## config.mk

```make
export PLATFORM = sky130hd
export DESIGN_NAME = serial_disp_rx
export DESIGN_NICKNAME = d
export VERILOG_FILES = /design/src/rtl/serial_disp_pkg.sv /design/src/rtl/sync_edge.sv /design/src/rtl/serial_disp_rx.sv
export SDC_FILE = /design/constraint.sdc
export NUM_CORES = 1
export LEC_CHECK = 0
export ABC_CLOCK_PERIOD_IN_PS = 2450
export CORE_UTILIZATION = 49
export CTS_CLUSTER_DIAMETER = 30
export DETAILED_ROUTE_END_ITERATION = 6
export GPL_TIMING_DRIVEN = 1
export PLACE_DENSITY = 0.71
export SLEW_MARGIN = 20
export SYNTH_ARGS = -nofsm -noshare
export SYNTH_HDL_FRONTEND = slang
export SYNTH_SLANG_ARGS = --single-unit
export TNS_END_PERCENT = 20
```

## constraint.sdc

```tcl
create_clock -name clk -period 2.45 [get_ports clk]
set_clock_uncertainty 0.1 [all_clocks]
set_input_delay 0.6125 -clock clk [delete_from_list [all_inputs] [get_ports clk]]
set_output_delay 0.6125 -clock clk [all_outputs]
set_load 0.02 [all_outputs]
```

## src/rtl/serial_disp_pkg.sv

```systemverilog
// serial_disp_pkg: frame FSM encoding and idle line levels shared by the serial display receiver
package serial_disp_pkg;
  typedef enum logic {IDLE, SHIFT} state_t;
  localparam logic IDLE_S_CLK  = 1'b1;
  localparam logic IDLE_S_DIN  = 1'b0;
  localparam logic IDLE_S_PEN  = 1'b0;
  localparam logic IDLE_S_CLRN = 1'b1;
endpackage

```

## src/rtl/sync_edge.sv

```systemverilog
// sync_edge: multi-flop synchronizer with rising-edge detect against one extra registered copy
module sync_edge #(
  parameter int   SYNC_STAGES = 2,
  parameter logic RESET_VAL   = 1'b0
) (
  input  logic clk,
  input  logic rst,
  input  logic d,
  output logic level,
  output logic rise
);
  logic [SYNC_STAGES-1:0] q;
  logic                   prev;
  always_ff @(posedge clk) begin
    if (rst) begin
      q    <= {SYNC_STAGES{RESET_VAL}};
      prev <= RESET_VAL;
    end else begin
      q    <= {q[SYNC_STAGES-2:0], d};
      prev <= q[SYNC_STAGES-1];
    end
  end
  assign level = q[SYNC_STAGES-1];
  assign rise  = level & ~prev;
endmodule

```

## src/rtl/serial_disp_rx.sv

```systemverilog
// serial_disp_rx: shift-register display frame receiver with latch, clear and frame checking
module serial_disp_rx
  import serial_disp_pkg::*;
#(
  parameter int FRAME_BITS  = 64,
  parameter int SYNC_STAGES = 2
) (
  input  logic                            clk,
  input  logic                            rst,
  input  logic                            s_clk,
  input  logic                            s_din,
  input  logic                            s_pen,
  input  logic                            s_clrn,
  output logic [FRAME_BITS-1:0]           par_data,
  output logic                            frame_valid,
  output logic                            frame_err,
  output logic [$clog2(FRAME_BITS+2)-1:0] bit_cnt,
  output logic                            busy
);
  localparam int CW = $clog2(FRAME_BITS+2);
  localparam logic [CW-1:0] CFULL = CW'(FRAME_BITS);
  localparam logic [CW-1:0] CMAX  = CW'(FRAME_BITS + 1);

  logic clk_rise, din_lvl, pen_rise, clrn_lvl;
  logic unused_clk_lvl, unused_din_rise, unused_pen_lvl, unused_clrn_rise;

  sync_edge #(.SYNC_STAGES(SYNC_STAGES), .RESET_VAL(IDLE_S_CLK)) u_clk (
    .clk(clk), .rst(rst), .d(s_clk), .level(unused_clk_lvl), .rise(clk_rise));
  sync_edge #(.SYNC_STAGES(SYNC_STAGES), .RESET_VAL(IDLE_S_DIN)) u_din (
    .clk(clk), .rst(rst), .d(s_din), .level(din_lvl), .rise(unused_din_rise));
  sync_edge #(.SYNC_STAGES(SYNC_STAGES), .RESET_VAL(IDLE_S_PEN)) u_pen (
    .clk(clk), .rst(rst), .d(s_pen), .level(unused_pen_lvl), .rise(pen_rise));
  sync_edge #(.SYNC_STAGES(SYNC_STAGES), .RESET_VAL(IDLE_S_CLRN)) u_clrn (
    .clk(clk), .rst(rst), .d(s_clrn), .level(clrn_lvl), .rise(unused_clrn_rise));

  state_t                state;
  logic [FRAME_BITS-1:0] sr, sr_n;
  logic [CW-1:0]         cnt_n;
  logic                  accept;

  // a coincident shift is applied before the latch looks at the frame
  always_comb begin
    sr_n   = clk_rise ? {sr[FRAME_BITS-2:0], din_lvl} : sr;
    cnt_n  = clk_rise ? bit_cnt + CW'(bit_cnt != CMAX) : bit_cnt;
    accept = pen_rise && cnt_n == CFULL;
  end

  always_ff @(posedge clk) begin
    if (rst) begin
      state       <= IDLE;
      sr          <= '0;
      par_data    <= '0;
      bit_cnt     <= '0;
      frame_valid <= 1'b0;
      frame_err   <= 1'b0;
    end else if (!clrn_lvl) begin
      state       <= IDLE;
      sr          <= '0;
      bit_cnt     <= '0;
      frame_valid <= 1'b0;
      frame_err   <= 1'b0;
    end else begin
      state       <= pen_rise ? IDLE : clk_rise ? SHIFT : state;
      sr          <= sr_n;
      par_data    <= accept ? sr_n : par_data;
      bit_cnt     <= pen_rise ? '0 : cnt_n;
      frame_valid <= accept;
      frame_err   <= pen_rise && !accept;
    end
  end

  assign busy = state == SHIFT;
endmodule

```

==> flow_metrics.env <==
export IMPL_status="finished with violations"
export IMPL_violations="DRC, setup timing"
export IMPL_clock_sinks=148
export IMPL_yosys_top_cells_area="dfxtp_1, mux2_2, mux2i_1, nor2_1, nor2b_1"
export IMPL_period_share_pct=103
export IMPL_syn_to_final_growth_pct=29.8
export IMPL_seq_area_frac_synth_pct=50.8
export IMPL_syn_avg_cell_area_um2=10.1
export IMPL_rsz0062_at_grt="yes"
export IMPL_worst_pin_slew_ns=0.662
export IMPL_antenna_found_initial=0
export IMPL_fin_setup_tns_ns=-0.895
export IMPL_hpwl_mm=6.70
export IMPL_io_pins=80
export IMPL_grt_usage_pct=18.9
export IMPL_dp_slack_ns=-0.0882
export IMPL_cts_root_buf="clkbuf_16"
export IMPL_path_buf_inv=1
export IMPL_cp_required_ns=2.65
export IMPL_setup_viol=55
export IMPL_cp_arrival_ns=2.72
export IMPL_viasPerCell=4.97
export IMPL_drt_initial_drc_count=136
export IMPL_dieHeight_um=111
export IMPL_synthCells=575
export IMPL_total_power_uw=5130
export IMPL_worstReg2RegStart="bit_cnt[5]$_SDFF_PP0_"
export IMPL_max_cap_violations=0
export IMPL_final_common_cell="dfxtp_1"
export IMPL_grt_first_pass_wirelength_mm=18.5
export IMPL_worst_setup_path_start_kind="register"
export IMPL_crit_start="bit_cnt[5]$_SDFF_PP0_"
export IMPL_numCtsBuffers=17
export IMPL_postSynthRegisterBits=148
export IMPL_crit_fanout=22
export IMPL_fin_util_pct=65.7
export IMPL_yosys_area_top_type="dfxtp_1"
export IMPL_crit_slowest_cell="mux2i_2"
export IMPL_fin_crit_ns=2.52
export IMPL_relSlewSlack_pct=55.9
export IMPL_cp_end_kind="register"
export IMPL_cts_clk_slew_worst_paths_ns=0.06
export IMPL_start_util_pct=50.6
export IMPL_syn_nets=582
export IMPL_num_antenna_cells=0
export IMPL_num_rows=39
export IMPL_wl_mm=10.7
export IMPL_core_area_um2=11500
export IMPL_setup_slack_ns=-0.0654
export IMPL_vdd_drop_max_mv=0.359
export IMPL_drive_gt1_share_pct=21.5
export IMPL_syn_area_um2=5830
export IMPL_p_leak_uw=0.00295
export IMPL_layout_common_cells="dfxtp_1, nor2_1, clkdlybuf4s50_1, nor2b_1, mux2i_1"
export IMPL_via_count=4089
export IMPL_ys_warn_count=0
export IMPL_gp_congestion=0.790
export IMPL_drtPass1Iterations=6
export IMPL_grt_max_degree=55
export IMPL_overflow=0
export IMPL_hold_viol=0
export IMPL_cts_tree="yes"
export IMPL_synth_top_area_share_pct=50.8
export IMPL_die_area_um2=12300
export IMPL_die_x_um=111
export IMPL_antenna_left=0
export IMPL_clock_latency_ns=0.42
export IMPL_fmax_ghz=0.398
export IMPL_power_density_nw_per_um2=678
export IMPL_crit_path_max_incr_delay_ns=0.34
export IMPL_crit_type="reg2reg"
export IMPL_fin_cells=823
export IMPL_final_max_slew_viol_count=0
export IMPL_critical_path_top_delay_family="simple AND/OR/NAND/NOR gates"
export IMPL_grt_pass1_vias=4028
export IMPL_crit_chain="nand2b_4 -> nor3_2 -> nand3_1 -> ha_2 -> nand3b_1 -> nor2_2 -> mux2i_2 -> nand4_4 -> buf_12 -> mux2_1"
export IMPL_clock_path_buffers=2
export IMPL_synth_cell_types=33
export IMPL_min_from="u_clrn.q[0]$_SDFF_PP1_"
export IMPL_port_buffers=79
export IMPL_drcViolationCount=12
export IMPL_h_tree_depth=4
export IMPL_nNetsFinal=674
export IMPL_dpl_cell_count=775
export IMPL_hold_class="reg2reg"
export IMPL_wl_per_cell_um=13.0
## routing by layer
metal  vias to the layer above  share of wire, %  track usage, %
met5                         -                 0               0
met4                         0               2.3            8.74
met3                        21               4.8            5.63
met2                        88                46            29.6
met1                      1915                47            23.9
li1                       2065                 -               -
## state kept, by name, summed over array words and instances, names as in the netlist
signal and flops:
par_data 64, sr 64, bit_cnt 7, u_clk.q 2, u_clrn.q 2, u_din.q 2
u_pen.q 2, busy 1, frame_err 1, frame_valid 1, u_clk.prev 1, u_pen.prev 1
## cell type report
cell class | count | area [µm²]
clock buffers | 21 | 460
clock inverters | 11 | 133
fillers | 928 | 3950
inverters | 1 | 3.75
multi-input cells | 386 | 2710
flip-flops and latches | 148 | 2970
well taps | 143 | 179
repair buffers | 113 | 1110
## stage by stage
step | hold WS, ns | area [µm²]
floorplan | 0.289 | 5850
global placement | 0.291 | 6810
detailed placement | 0.303 | 6810
CTS | 0.318 | 7580
global route | 0.336 | 7560
finish | 0.315 | 7560
## report_power, final
part / switching (µW) / internal [µW] / total (µW)
registers: 3.96 / 2420 / 2420
logic: 82.5 / 42.9 / 125
clock network: 946 / 1640 / 2590
total: 1030 / 4100 / 5130
## Yosys cell counts, drive strengths merged
cell type / instances
dfxtp: 148
nor2: 140
nor2b: 70
mux2i: 66
mux2: 64
clkbuf: 21
buf: 19
nand3: 8
or2: 5
xor2: 5
nand2b: 4
nor3: 4
nand4: 3
nand2: 2
nor3b: 2
o21ai: 2
a211o: 1
a21oi: 1
and2: 1
and3: 1
ha: 1
inv: 1
nand3b: 1
nor4: 1
nor4bb: 1
or3: 1
or4: 1
xnor2: 1
## cells by family after synthesis
family / after synthesis / synth area share, %
and+or+nand+nor: 245 / 20.4
AOI/OAI and AO/OA: 4 / 0.408
DFF: 148 / 50.8
muxes: 130 / 23.7
xor gates and xnor gates: 6 / 0.902
buffers and inverters: 41 / 3.59
adders and majority gates: 1 / 0.215
## path summary, 6_finish.rpt
kind                               endpoint  slack [ns]  cells after the start
setup reg to reg  par_data[56]$_SDFFE_PP0P_       -0.07                     10
hold / removal       u_clrn.q[1]$_SDFF_PP1_        0.32                      1
hold reg to reg      u_clrn.q[1]$_SDFF_PP1_        0.32                      1
setup / recovery  par_data[56]$_SDFFE_PP0P_       -0.07                     10
## timing repair
item / CTS / global route
gates resized for setup: 7 / 4
pin swaps: 4 / 3
hold buffers: 0 / 0
buffers inserted: 14 / 3
setup endpoints to repair: 64 / 66
hold endpoints to repair: 0 / 0
gates cloned: 1 / 0
No activity file was read; power rests on OpenSTA's default activity.
